==> config.mk <==
export PLATFORM = sky130hd
export DESIGN_NAME = sig_conv_enc_flat
export DESIGN_NICKNAME = d
export VERILOG_FILES = /design/src/rtl/sig_conv_enc_if.sv /design/src/rtl/sig_conv_enc.sv /design/src/flat_wrapper.sv
export SDC_FILE = /design/constraint.sdc
export NUM_CORES = 1
export LEC_CHECK = 0
export BUFFER_PORTS_ARGS = -buffer_cell sky130_fd_sc_hd__buf_4
export CORE_ASPECT_RATIO = 1.2
export CORE_MARGIN = 1
export CORE_UTILIZATION = 40
export DETAILED_ROUTE_END_ITERATION = 8
export GPL_ROUTABILITY_DRIVEN = 0
export PLACE_DENSITY = 0.7
export SLEW_MARGIN = 20
export SYNTH_ARGS = -nofsm -noshare
export SYNTH_HDL_FRONTEND = slang
export SYNTH_SLANG_ARGS = --single-unit
==> constraint.sdc <==
create_clock -name clk -period 2.15 [get_ports clk]
set_input_delay 0.43 -clock clk [delete_from_list [all_inputs] [get_ports clk]]
set_output_delay 0.43 -clock clk [all_outputs]
set_load 0.005 [all_outputs]
==> src/rtl/sig_conv_enc_if.sv <==
// Data/control bundle for the tail-biting convolutional encoder.
// Signal suffixes are named from the encoder's point of view.
interface sig_conv_enc_if;
  logic       done_rst_i;
  logic [5:0] di_init_i;
  logic       di_i;
  logic       di_vld_i;
  logic [1:0] do_o;
  logic       do_vld_o;
  logic       frame_done_o;
  logic       tb_err_o;

  modport slave (
    input  done_rst_i, di_init_i, di_i, di_vld_i,
    output do_o, do_vld_o, frame_done_o, tb_err_o
  );

  modport master (
    output done_rst_i, di_init_i, di_i, di_vld_i,
    input  do_o, do_vld_o, frame_done_o, tb_err_o
  );
endinterface

==> src/rtl/sig_conv_enc.sv <==
// Rate-1/2 K=7 tail-biting convolutional encoder (g0=133, g1=171 octal).
// One registered coded pair per accepted bit, latency 1 cycle, no backpressure.
module sig_conv_enc #(
  parameter int FRAME_BITS = 32
) (
  input  logic          clk,
  input  logic          rst,
  sig_conv_enc_if.slave bus
);

  typedef enum logic {IDLE, RUN} state_e;

  state_e     state_q, state_d;
  logic [5:0] sr_q, sr_d;
  logic [5:0] init_q, init_d;
  logic [7:0] cnt_q, cnt_d;
  logic [1:0] do_q, do_d;
  logic       do_vld_q, do_vld_d;
  logic       frame_done_q, frame_done_d;
  logic       tb_err_q, tb_err_d;

  logic [5:0] sr_load, sr_cur, sr_nxt, init_ref;
  logic [7:0] cnt_nxt;
  logic       bit_a, bit_b;

  always_ff @(posedge clk or posedge rst) begin
    if (rst) begin
      state_q      <= IDLE;
      sr_q         <= '0;
      init_q       <= '0;
      cnt_q        <= '0;
      do_q         <= '0;
      do_vld_q     <= 1'b0;
      frame_done_q <= 1'b0;
      tb_err_q     <= 1'b0;
    end else begin
      state_q      <= state_d;
      sr_q         <= sr_d;
      init_q       <= init_d;
      cnt_q        <= cnt_d;
      do_q         <= do_d;
      do_vld_q     <= do_vld_d;
      frame_done_q <= frame_done_d;
      tb_err_q     <= tb_err_d;
    end
  end

  always_comb begin
    state_d      = state_q;
    sr_d         = sr_q;
    init_d       = init_q;
    cnt_d        = cnt_q;
    do_d         = do_q;
    do_vld_d     = 1'b0;
    frame_done_d = 1'b0;
    tb_err_d     = 1'b0;

    // di_init bit 5 is the most recently transmitted bit, so it lands in sr[0].
    for (int k = 0; k < 6; k++) begin
      sr_load[k] = bus.di_init_i[5-k];
    end

    sr_cur   = (state_q == IDLE) ? sr_load : sr_q;
    init_ref = (state_q == IDLE) ? sr_load : init_q;
    cnt_nxt  = (state_q == IDLE) ? 8'd1 : cnt_q + 8'd1;
    bit_a    = bus.di_i ^ sr_cur[1] ^ sr_cur[2] ^ sr_cur[4] ^ sr_cur[5];
    bit_b    = bus.di_i ^ sr_cur[0] ^ sr_cur[1] ^ sr_cur[2] ^ sr_cur[5];
    sr_nxt   = {sr_cur[4:0], bus.di_i};

    if (bus.done_rst_i) begin
      state_d = IDLE;
      sr_d    = '0;
      cnt_d   = '0;
      do_d    = '0;
    end else if (bus.di_vld_i) begin
      sr_d     = sr_nxt;
      init_d   = init_ref;
      cnt_d    = cnt_nxt;
      do_d     = {bit_b, bit_a};
      do_vld_d = 1'b1;
      if (cnt_nxt == 8'(FRAME_BITS)) begin
        state_d      = IDLE;
        frame_done_d = 1'b1;
        tb_err_d     = (sr_nxt != init_ref);
      end else begin
        state_d = RUN;
      end
    end
  end

  assign bus.do_o         = do_q;
  assign bus.do_vld_o     = do_vld_q;
  assign bus.frame_done_o = frame_done_q;
  assign bus.tb_err_o     = tb_err_q;

endmodule

==> src/flat_wrapper.sv <==
// flat-port wrapper written by rule: the top's interface ports become plain ports
module sig_conv_enc_flat 
#(
  parameter int FRAME_BITS = 32
)
  (clk, rst, bus_done_rst_i, bus_di_init_i, bus_di_i, bus_di_vld_i, bus_do_o, bus_do_vld_o, bus_frame_done_o, bus_tb_err_o);
  sig_conv_enc_if bus_i ();
  input  logic clk;
  input  logic rst;
  input wire logic [$bits(bus_i.done_rst_i)-1:0] bus_done_rst_i;
  input wire logic [$bits(bus_i.di_init_i)-1:0] bus_di_init_i;
  input wire logic [$bits(bus_i.di_i)-1:0] bus_di_i;
  input wire logic [$bits(bus_i.di_vld_i)-1:0] bus_di_vld_i;
  output wire logic [$bits(bus_i.do_o)-1:0] bus_do_o;
  output wire logic [$bits(bus_i.do_vld_o)-1:0] bus_do_vld_o;
  output wire logic [$bits(bus_i.frame_done_o)-1:0] bus_frame_done_o;
  output wire logic [$bits(bus_i.tb_err_o)-1:0] bus_tb_err_o;
  assign bus_i.done_rst_i = bus_done_rst_i;
  assign bus_i.di_init_i = bus_di_init_i;
  assign bus_i.di_i = bus_di_i;
  assign bus_i.di_vld_i = bus_di_vld_i;
  assign bus_do_o = bus_i.do_o;
  assign bus_do_vld_o = bus_i.do_vld_o;
  assign bus_frame_done_o = bus_i.frame_done_o;
  assign bus_tb_err_o = bus_i.tb_err_o;
  sig_conv_enc #(.FRAME_BITS(FRAME_BITS)) u_core (.clk(clk), .rst(rst), .bus(bus_i));
endmodule
; After elaboration in Yosys (flattened, before gate mapping)
; Index checks and enable logic that the tools add are counted.
[totals]
register_bits = 26
inputBits = 11
output_inout_bits = 5
elab_cells = 42
[classes]
addsub = 1
eq_ne = 2
muxes = 20
n_bitwise = 9
n_reduce_logical = 2
[op_table]
columns = operator, count
row1 = $mux 6, 4
row2 = $mux 8, 3
row3 = $mux 1, 11
row4 = $add 8x1->8 const B, 1
row5 = $eq 8x6->1 const B, 1
row6 = $xor 1x1->1, 8
row7 = $ne 6x6->1, 1
row8 = $mux 2, 2
row9 = $reduce_and 2->1, 1
row10 = $reduce_bool 2->1, 1
row11 = $not 1->1, 1

; Logic depth before layout (Yosys ltp)
; Gate-level depths: netlist of the first run.
[logic_depth]
word_depth = 7
mapped_depth = 7
mapped_depth_nobuf = 6

; Least setup slack after synthesis of the first run
; Ideal clock, no wire load.
[synth_path]
path_type = register to register
from = register u_core.cnt_q[0]
to = register u_core.tb_err_q, in the netlist u_core.bus.tb_err_o
setup_time_ns = 0.066
arrival_ns = 1.564
t_required_ns = 2.084
slack_ns = 0.520
path_stages_with_launch = 8
path_buffers = 1
synth_period_minus_slack_ns = 1.630
path_cell_list = dfrtp_1 -> ha_1 -> buf_2 -> nand3_2 -> xor2_2 -> o211ai_1 -> nor4b_2 -> o31a_1
[synth_between]
elab_chain_len = 6
[synth_rtl]
columns = element, line_no
row1 = "start, declared", sig_conv_enc.sv:16  ; logic [7:0] cnt_q, cnt_d;
row2 = "start signal, assigned", sig_conv_enc.sv:40  ; cnt_q <= cnt_d;
row3 = $add 8x1->8, sig_conv_enc.sv:65  ; cnt_nxt = (state_q == IDLE) ? 8'd1 : cnt_q + 8'd1;
row4 = $mux 8, sig_conv_enc.sv:65
row5 = $eq 8x6->1, sig_conv_enc.sv:81  ; if (cnt_nxt == 8'(FRAME_BITS)) begin
row6 = $mux 1, sig_conv_enc.sv:81
row7 = $mux 1, sig_conv_enc.sv:75  ; end else if (bus.di_vld_i) begin
row8 = $mux 1, sig_conv_enc.sv:70  ; if (bus.done_rst_i) begin
row9 = net u_core.tb_err_d, sig_conv_enc.sv:20  ; logic tb_err_q, tb_err_d;
row10 = "end signal, assigned", sig_conv_enc.sv:44  ; tb_err_q <= tb_err_d;
row11 = "end, declared", sig_conv_enc.sv:20
; The timed path passes the listed nets, and every way through them passes these cells.
; A chain may end at the register's enable or synchronous reset.

; Final worst setup path of the first run
; Ends and elaborated chain as after synthesis.

==> results.yml, run 1 <==
status:
  status: "complete, but fails checks"
  violations: "design-rule violations"
detailed_routing:
  drt-total-wl_mm: 3.03
  wl_met2_mm: 1.61
  dr.max_layer_used: "met4"
  route.met3.wl_um: 74
  first_pass_iters: 6
  wl_per_cell_um: 14.8
  final_antenna_net_count: 0
  drc: 1
  num_vias: 1129
  met1_length_mm: 1.31
  vias_per_cell: 5.53
  drtIter0Drc: 34
global_routing:
  grtUsageTotal: 0.164
  antenna_found_initial: 0
  grt_overflow: 0
  grt_max_degree: 31
  grt_pass1_vias: 1077
  grt_pass1_wl_mm: 4.89
cts:
  clk_pin_slew_worst_paths_ps: 90
  holdBufCountCts: 0
  h-tree-depth: 1
  tritoncts: "built"
  cts_inserted_buffers: 3
  clock_path_buffers: 2
  post_cts_buffers: 0
  clk_latency_ps: 270
  clkSinkCount: 26
  post_cts_resized: 0
  root_buffer: "clkbuf_8"
logic_synthesis:
  synthDistinctLibCells: 35
  synth_adder_area_share: 0.00842
  synth_compound_area_frac: 0.112
  netlist_area_um2: 1490
  syn_nets: 167
  synth_ff_type: "dfrtp_1"
  synth-simple-area-share: 0.195
  synth_top_family_by_area: "simple AND/OR/NAND/NOR gates"
  async_flop_share: 1.00
  yosys-top-cells-area: "dfrtp_1, xnor2_1, mux2i_1, mux2_2, nor2_1"
  yosys.area.top_type: "dfrtp_1"
  ys_ff_latch: 26
  synth_xor_area_frac: 0.0934
  ys_seq_area_frac: 0.438
  synthMuxAreaShare: 0.114
  synthCells: 155
  avgSynthCellArea_um2: 9.59
  synth_edf_count: 0
  yosys_warnings: 0
  synth_top_area_frac: 0.438
sta:
  finalSetupViolCount: 0
  finalHoldViolations: 0
  relSlewSlack: 0.643
  setup_ws_ps: 365
  rsz0062_at_grt: "false"
  clock.fmax_ghz: 0.560
  skew_ps: 4.66
  period_share: 0.830
  setup_tns_ps: 0
  tightest_slew_ps: 535
  period_needed_ps: 1780
  drv_slew: 0
critical_path:
  slowest_stage: "dfrtp_1"
  arrival_ps: 2000
  startpoint_type: "flop"
  required_ps: 2370
  worstSetupEndpointType: "flop"
  crit_chain: "ha_1, nand3_2, xor2_2, o211ai_1, nor4b_2, o31a_1"
  critPathMaxFanout: 8
  slowest_delay_ps: 460
  critical_path_class: "reg2reg"
floorplanning:
  die_area_um2: 3970
  start_util: 0.430
  die_w_um: 57.7
  die_h_um: 68.8
  rows: 23
  io_pins: 16
  fp.coreArea_um2: 3450
layout:
  drive_gt1_frac: 0.192
  fin_cells: 204
  mostFrequentLayoutCell: "dfrtp_1"
  finish.net_count: 180
  layout_common_cells: "dfrtp_1, nor2_1, buf_4, xnor2_1, a21oi_1"
  syn_to_final_growth_pct: 13.6
  finish.utilization: 0.489
  antenna_cells: 0
power_and_ir_drop:
  p_per_area_nw_per_um2: 686
  ir_worst_vdd_uv: 343
  p_leak_nw: 0.725
job:
  drv_cap: 0
placement:
  port-buffer-count: 15
  hpwl_mm: 2.20
  pre_cts_slack_ps: 381
  dp.cells: 200
hold_path:
  min_path_type: "in2async"
## registers in the layout (all words and copies together), names as in the netlist
register and cells:
u_core.cnt_q 8, u_core.init_q 6, u_core.sr_q 6, u_core.bus.do_o 2
u_core.bus.do_vld_o 1, u_core.bus.frame_done_o 1, u_core.bus.tb_err_o 1, u_core.state_q 1
## area by class of cell
type                            count  area (um2)
Clock buffer                        3        41.3
Tap cell                           37        46.3
Clock inverter                      1        30.0
Fill cell                         327        1770
Inverter                            4        15.0
Sequential cell                    26         651
Multi-Input combinational cell    116         777
Timing Repair Buffer               17         128
## path summary, 6_finish.rpt
check	start	to	slack, ps	cells after the start
max in group asynchronous	rst	u_core.cnt_q[2]$_DFFE_PP0P_	1680	3
min	rst	u_core.cnt_q[1]$_DFFE_PP0P_	220	3
max reg2reg	u_core.cnt_q[0]$_DFFE_PP0P_	u_core.bus.tb_err_o$_DFF_PP0_	370	6
min reg2reg	u_core.bus.do_o[1]$_DFFE_PP0P_	u_core.bus.do_o[1]$_DFFE_PP0P_	510	2
min in group clk	bus_di_init_i[5]	u_core.init_q[0]$_DFFE_PP0P_	390	2
max	u_core.cnt_q[0]$_DFFE_PP0P_	u_core.bus.tb_err_o$_DFF_PP0_	370	6
## through the flow
| step | hold slack (ps) | instance area, um2 | power, mW |
|---|---|---|---|
| floorplan | 470 | 1490 | 0.700 |
| global placement | 493 | 1620 | 0.754 |
| detailed placement | 493 | 1620 | 0.762 |
| CTS | 222 | 1690 | 1.17 |
| global route | 249 | 1690 | 1.21 |
| finish | 217 | 1690 | 1.16 |
## kinds of logic after synthesis
kind of cell / Yosys count
buffers and inverters: 13
xor gates and xnor gates: 15
muxes: 16
adders and majority gates: 1
AOI/OAI and AO/OA: 27
DFF: 26
and+or+nand+nor: 57
## routing by layer
metal	vias up	global-route usage
li1	559	-
met1	547	0.191
met2	19	0.311
met3	4	0.0224
met4	0	0.0565
met5	-	0
## synthesized netlist by cell type (all sizes together), types with 3 or more instances
library cell,instances
o21ai,5
buf,7
a21oi,10
nand2,8
inv,4
a211oi,5
mux2,7
dfrtp,26
mux2i,9
nor2b,7
xor2,3
nor2,21
nand3,8
nand2b,5
xnor2,12
## critical path, delay by kind of cell (launching register included)
kind	cells	cell delay [ps]
adders and majority gates	1	340
xor gates and xnor gates	1	160
and+or+nand+nor	2	470
AOI/OAI and AO/OA	2	310
DFF	1	460
## power breakdown
part | leakage [nW] | switching, mW | internal [mW] | total, mW
registers | 0.340 | 0.0361 | 0.527 | 0.563
clock network | 0.0357 | 0.159 | 0.249 | 0.408
logic | 0.349 | 0.0906 | 0.0956 | 0.186
Power figures use the tool's default switching activity.
==> inputs of run 2 (changes only) <==
- PLACE_DENSITY: 0.7 -> 0.72
- clock period: 2.15 -> 1.5 ns (I/O delays scaled with it)
==> run 2 against run 1 <==
Net effect: the flow finishes with violations (negative setup slack); combinational power grew 73%; critical endpoint is now u_core.state_q$_DFFE_PP0P_; register-to-register slack got worse by 420 ps; clock skew fell by 3.6 ps; sequential power grew 43%; worst hold slack got worse by 140 ps.
==> results.yml, run 2 (synthesized netlist as in run 1, its figures left out) <==
status:
  violations: "negative setup slack"
  status: "complete, but fails checks"
detailed_routing:
  drtIter0Drc: 43
  vias_per_cell: 5.49
  first_pass_iters: 4
  drt-total-wl_mm: 3.38
  wl_per_cell_um: 15.1
  num_vias: 1225
  drc: 0
  final_antenna_net_count: 0
layout:
  finish.net_count: 200
  drive_gt1_frac: 0.328
  fill_cells: 328
  layout_common_cells: "buf_4, dfrtp_1, nor2_1, xnor2_1"
  top_register: "u_core.cnt_q"
  fin_cells: 223
  antenna_cells: 0
  syn_to_final_growth_pct: 25.7
  largest_reg_flops: 8
  top_regs: "u_core.cnt_q: 8 flops, u_core.init_q: 6 flops, u_core.sr_q: 6 flops"
  mostFrequentLayoutCell: "buf_4"
sta:
  skew_ps: 1.03
  setup_tns_ps: -139
  rsz0062_at_grt: "true"
  setup_ws_ps: -58.6
  clock.fmax_ghz: 0.642
  holdWs_ps: 80.4
  period_share: 1.04
  finalSetupViolCount: 3
  finalHoldViolations: 0
  drv_slew: 0
  relSlewSlack: 0.753
  tightest_slew_ps: 369
  period_needed_ps: 1560
critical_path:
  crit_chain: "ha_4, nand3_4, xor2_2, o211ai_1, nor4b_1, nor3_1"
  slowest_delay_ps: 430
  slowest_stage: "dfrtp_1"
  worstSetupEndpointType: "flop"
  critPathMaxFanout: 4
  startpoint_type: "flop"
  arrival_ps: 1710
  critical_path_class: "reg2reg"
  required_ps: 1660
cts:
  root_buffer: "clkbuf_8"
  tritoncts: "built"
  clk_latency_ps: 270
  holdBufCountCts: 0
  h-tree-depth: 1
  cts_inserted_buffers: 3
  clock_path_buffers: 2
  clk_pin_slew_worst_paths_ps: 80
  clkSinkCount: 26
floorplanning:
  die_area_um2: 3970
  io_pins: 16
  die_w_um: 57.7
  die_h_um: 68.8
  fp.coreArea_um2: 3450
  start_util: 0.430
  rows: 23
global_routing:
  grt_pass1_vias: 1269
  antenna_found_initial: 0
  grt_overflow: 0
  grtUsageTotal: 0.195
  grt_pass1_wl_mm: 5.73
  grt_max_degree: 27
job:
  drv_cap: 0
power_and_ir_drop:
  p_leak_nw: 0.810
  ir_worst_vdd_uv: 548
  power_mw: 1.51
  p_per_area_nw_per_um2: 811
hold_path:
  min_path_type: "in2async"
placement:
  pre_cts_slack_ps: -75.2
  dp.cells: 218
  hpwl_mm: 2.45
  port-buffer-count: 15
==> run 2: critical path: cells and delay by family (launching register included) <==
kind / cells / cell delay, ps
AO/OA/AOI/OAI: 1 / 170
AND/OR/NAND/NOR: 3 / 490
flip-flops: 1 / 430
XOR/XNOR: 1 / 150
adder cells (fa/ha/maj): 1 / 200
==> run 2: stage by stage <==
step                      area (um2)   util
after floorplan                 1500      -
after global placement          1750  0.508
after detailed placement        1750  0.508
after CTS                       1860  0.539
after global routing            1870  0.541
final                           1870  0.541
==> run 2: cell type report <==
cell class	instances	area, um2	share of cell area
repair buffers	37	282	0.151
multi-input cells	116	830	0.444
well taps	37	46.3	0.0248
flip-flops and latches	26	654	0.350
inverters	4	15.0	0.00804
clock buffers	3	41.3	0.0221
==> run 2: path summary, 6_finish.rpt <==
path,end,slack [ps],cells after the start,startpoint
max in group asynchronous,u_core.state_q$_DFFE_PP0P_,1140,3,rst
min in group clk,u_core.init_q[0]$_DFFE_PP0P_,260,2,bus_di_init_i[5]
setup / recovery,u_core.state_q$_DFFE_PP0P_,-60,6,u_core.cnt_q[0]$_DFFE_PP0P_
hold reg to reg,u_core.bus.do_o[1]$_DFFE_PP0P_,510,2,u_core.bus.do_o[1]$_DFFE_PP0P_
setup reg to reg,u_core.state_q$_DFFE_PP0P_,-60,6,u_core.cnt_q[0]$_DFFE_PP0P_
hold / removal,u_core.cnt_q[5]$_DFFE_PP0P_,80,3,rst
==> run 2: power breakdown <==
group	total [mW]	internal, mW	switching [mW]
Sequential	0.803	0.756	0.0468
Combinational	0.321	0.170	0.151
Clock	0.391	0.180	0.211
==> run 2: what timing repair did <==
action	4_1_cts	5_1_grt
setup endpoints to repair	4	6
buffers inserted	2	0
resized for setup	12	3
pin swaps	3	0
==> run 2: layer usage <==
metal  routed length, um  vias to the layer above  GRT usage
met5                   0                        -          0
met4                  53                        0     0.0863
met3                  73                        5     0.0168
met2                1840                       22      0.381
met1                1410                      603      0.217
li1                    -                      595          -
==> inputs of run 3 (changes only) <==
- PLACE_DENSITY: 0.72 -> unset
==> run 3 against run 2 <==
Net effect: the run still ends with negative setup slack left; maximum frequency shrank 0.37%; worst hold slack lost 3.7 ps; design area grew 5.6%; critical path type unchanged; largest cell class unchanged.
==> results.yml, run 3 (synthesized netlist as in run 1, its figures left out) <==
sta:
  setup_ws_ps: -64.4
  skew_ps: 1.78
  finalHoldViolations: 0
  drv_slew: 0
  relSlewSlack: 0.763
  rsz0062_at_grt: "true"
  tightest_slew_ps: 354
  clock.fmax_ghz: 0.639
  finalSetupViolCount: 3
  period_share: 1.04
  period_needed_ps: 1560
layout:
  fin_area_um2: 1970
  mostFrequentLayoutCell: "buf_4"
  syn_to_final_growth_pct: 32.7
  antenna_cells: 0
  fin_cells: 233
  top_regs: "u_core.cnt_q: 8 flops, u_core.init_q: 6 flops, u_core.sr_q: 6 flops"
  largest_reg_flops: 8
  drive_gt1_frac: 0.362
  layout_common_cells: "buf_4, dfrtp_1, nor2_1, xnor2_1"
  finish.net_count: 209
  top_register: "u_core.cnt_q"
placement:
  place_area_um2: 1830
  dp.cells: 226
  pre_cts_slack_ps: -119
  port-buffer-count: 15
  hpwl_mm: 2.44
critical_path:
  arrival_ps: 1780
  critical_path_class: "reg2reg"
  required_ps: 1720
  startpoint_type: "flop"
  worstSetupEndpointType: "flop"
  critPathMaxFanout: 5
floorplanning:
  die_h_um: 68.8
  rows: 23
  fp.coreArea_um2: 3450
  die_w_um: 57.7
  start_util: 0.430
  die_area_um2: 3970
  io_pins: 16
global_routing:
  antenna_found_initial: 0
  grtUsageTotal: 0.202
  grt_pass1_vias: 1292
  grt_max_degree: 27
  grt_pass1_wl_mm: 5.91
  grt_overflow: 0
power_and_ir_drop:
  ir_worst_vdd_uv: 503
  p_leak_nw: 0.888
  p_per_area_nw_per_um2: 823
  power_mw: 1.62
hold_path:
  min_path_type: "in2async"
status:
  status: "complete, but fails checks"
  violations: "negative setup slack"
detailed_routing:
  first_pass_iters: 4
  met1_length_mm: 1.43
  num_vias: 1256
  drc: 0
  dr.max_layer_used: "met4"
  wl_per_cell_um: 14.9
  drt-total-wl_mm: 3.47
  wl_met2_mm: 1.87
  drtIter0Drc: 30
  route.met3.wl_um: 79
  vias_per_cell: 5.39
  final_antenna_net_count: 0
job:
  drv_cap: 0
cts:
  root_buffer: "clkbuf_8"
  clkSinkCount: 26
  h-tree-depth: 1
  tritoncts: "built"
  clk_pin_slew_worst_paths_ps: 90
  holdBufCountCts: 0
  clock_path_buffers: 2
  cts_inserted_buffers: 3
  clk_latency_ps: 270
## run 3: worst paths after layout
| check | from | endpoint | slack, ps | depth (start not counted) |
|---|---|---|---|---|
| worst min register to register | u_core.bus.do_o[1]$_DFFE_PP0P_ | u_core.bus.do_o[1]$_DFFE_PP0P_ | 510 | 2 |
| worst max-delay path | u_core.cnt_q[0]$_DFFE_PP0P_ | u_core.bus.tb_err_o$_DFF_PP0_ | -60 | 6 |
| min in group clk | bus_di_init_i[5] | u_core.init_q[0]$_DFFE_PP0P_ | 260 | 2 |
| worst min-delay path | rst | u_core.cnt_q[5]$_DFFE_PP0P_ | 80 | 3 |
| worst max register to register | u_core.cnt_q[0]$_DFFE_PP0P_ | u_core.bus.tb_err_o$_DFF_PP0_ | -60 | 6 |
| max in group asynchronous | rst | u_core.cnt_q[3]$_DFFE_PP0P_ | 1150 | 3 |
## run 3: through the flow
stage | util | hold WS, ps | TNS, ps
4_1_cts | 0.561 | 83.7 | -129
6_report | 0.571 | 76.8 | -138
5_1_grt | 0.571 | 115 | -611
3_5_place_dp | 0.529 | 390 | -178
3_3_place_gp | 0.529 | 383 | -8.88
2_1_floorplan | - | 340 | -71.1
## run 3: where the power goes
part	leakage (nW)	switching, mW	total (mW)	internal (mW)
clock	0.0288	0.231	0.467	0.235
combinational	0.521	0.161	0.358	0.197
sequential	0.338	0.0423	0.798	0.756
total	0.888	0.435	1.62	1.19
## run 3: final cells by class
| type | instances | area (um2) |
|---|---|---|
| Timing Repair Buffer | 46 | 358 |
| Sequential cell | 26 | 652 |
| Inverter | 4 | 15.0 |
| Clock buffer | 4 | 55.1 |
| Multi-Input combinational cell | 116 | 847 |
| Fill cell | 298 | 1480 |
| Tap cell | 37 | 46.3 |
## run 3: repair_timing
item | CTS | global route
buffers inserted | 2 | 1
endpoints found under the hold margin | 0 | 0
gates resized for setup | 7 | 7
pin swaps | 6 | 9
endpoints found under the setup margin | 4 | 6
## run 3: critical path, stage by stage, from the launching register on
cell      delay [ps]
dfrtp_1          440
ha_4             200
nand3_2           90
xor2_2           150
o211ai_1         160
nor4b_4          290
o31a_1           180
## run 3: routing by layer
layer / GRT usage / up-vias
li1: - / 613
met5: 0 / -
met2: 0.382 / 26
met1: 0.220 / 609
met4: 0.110 / 0
met3: 0.0243 / 8
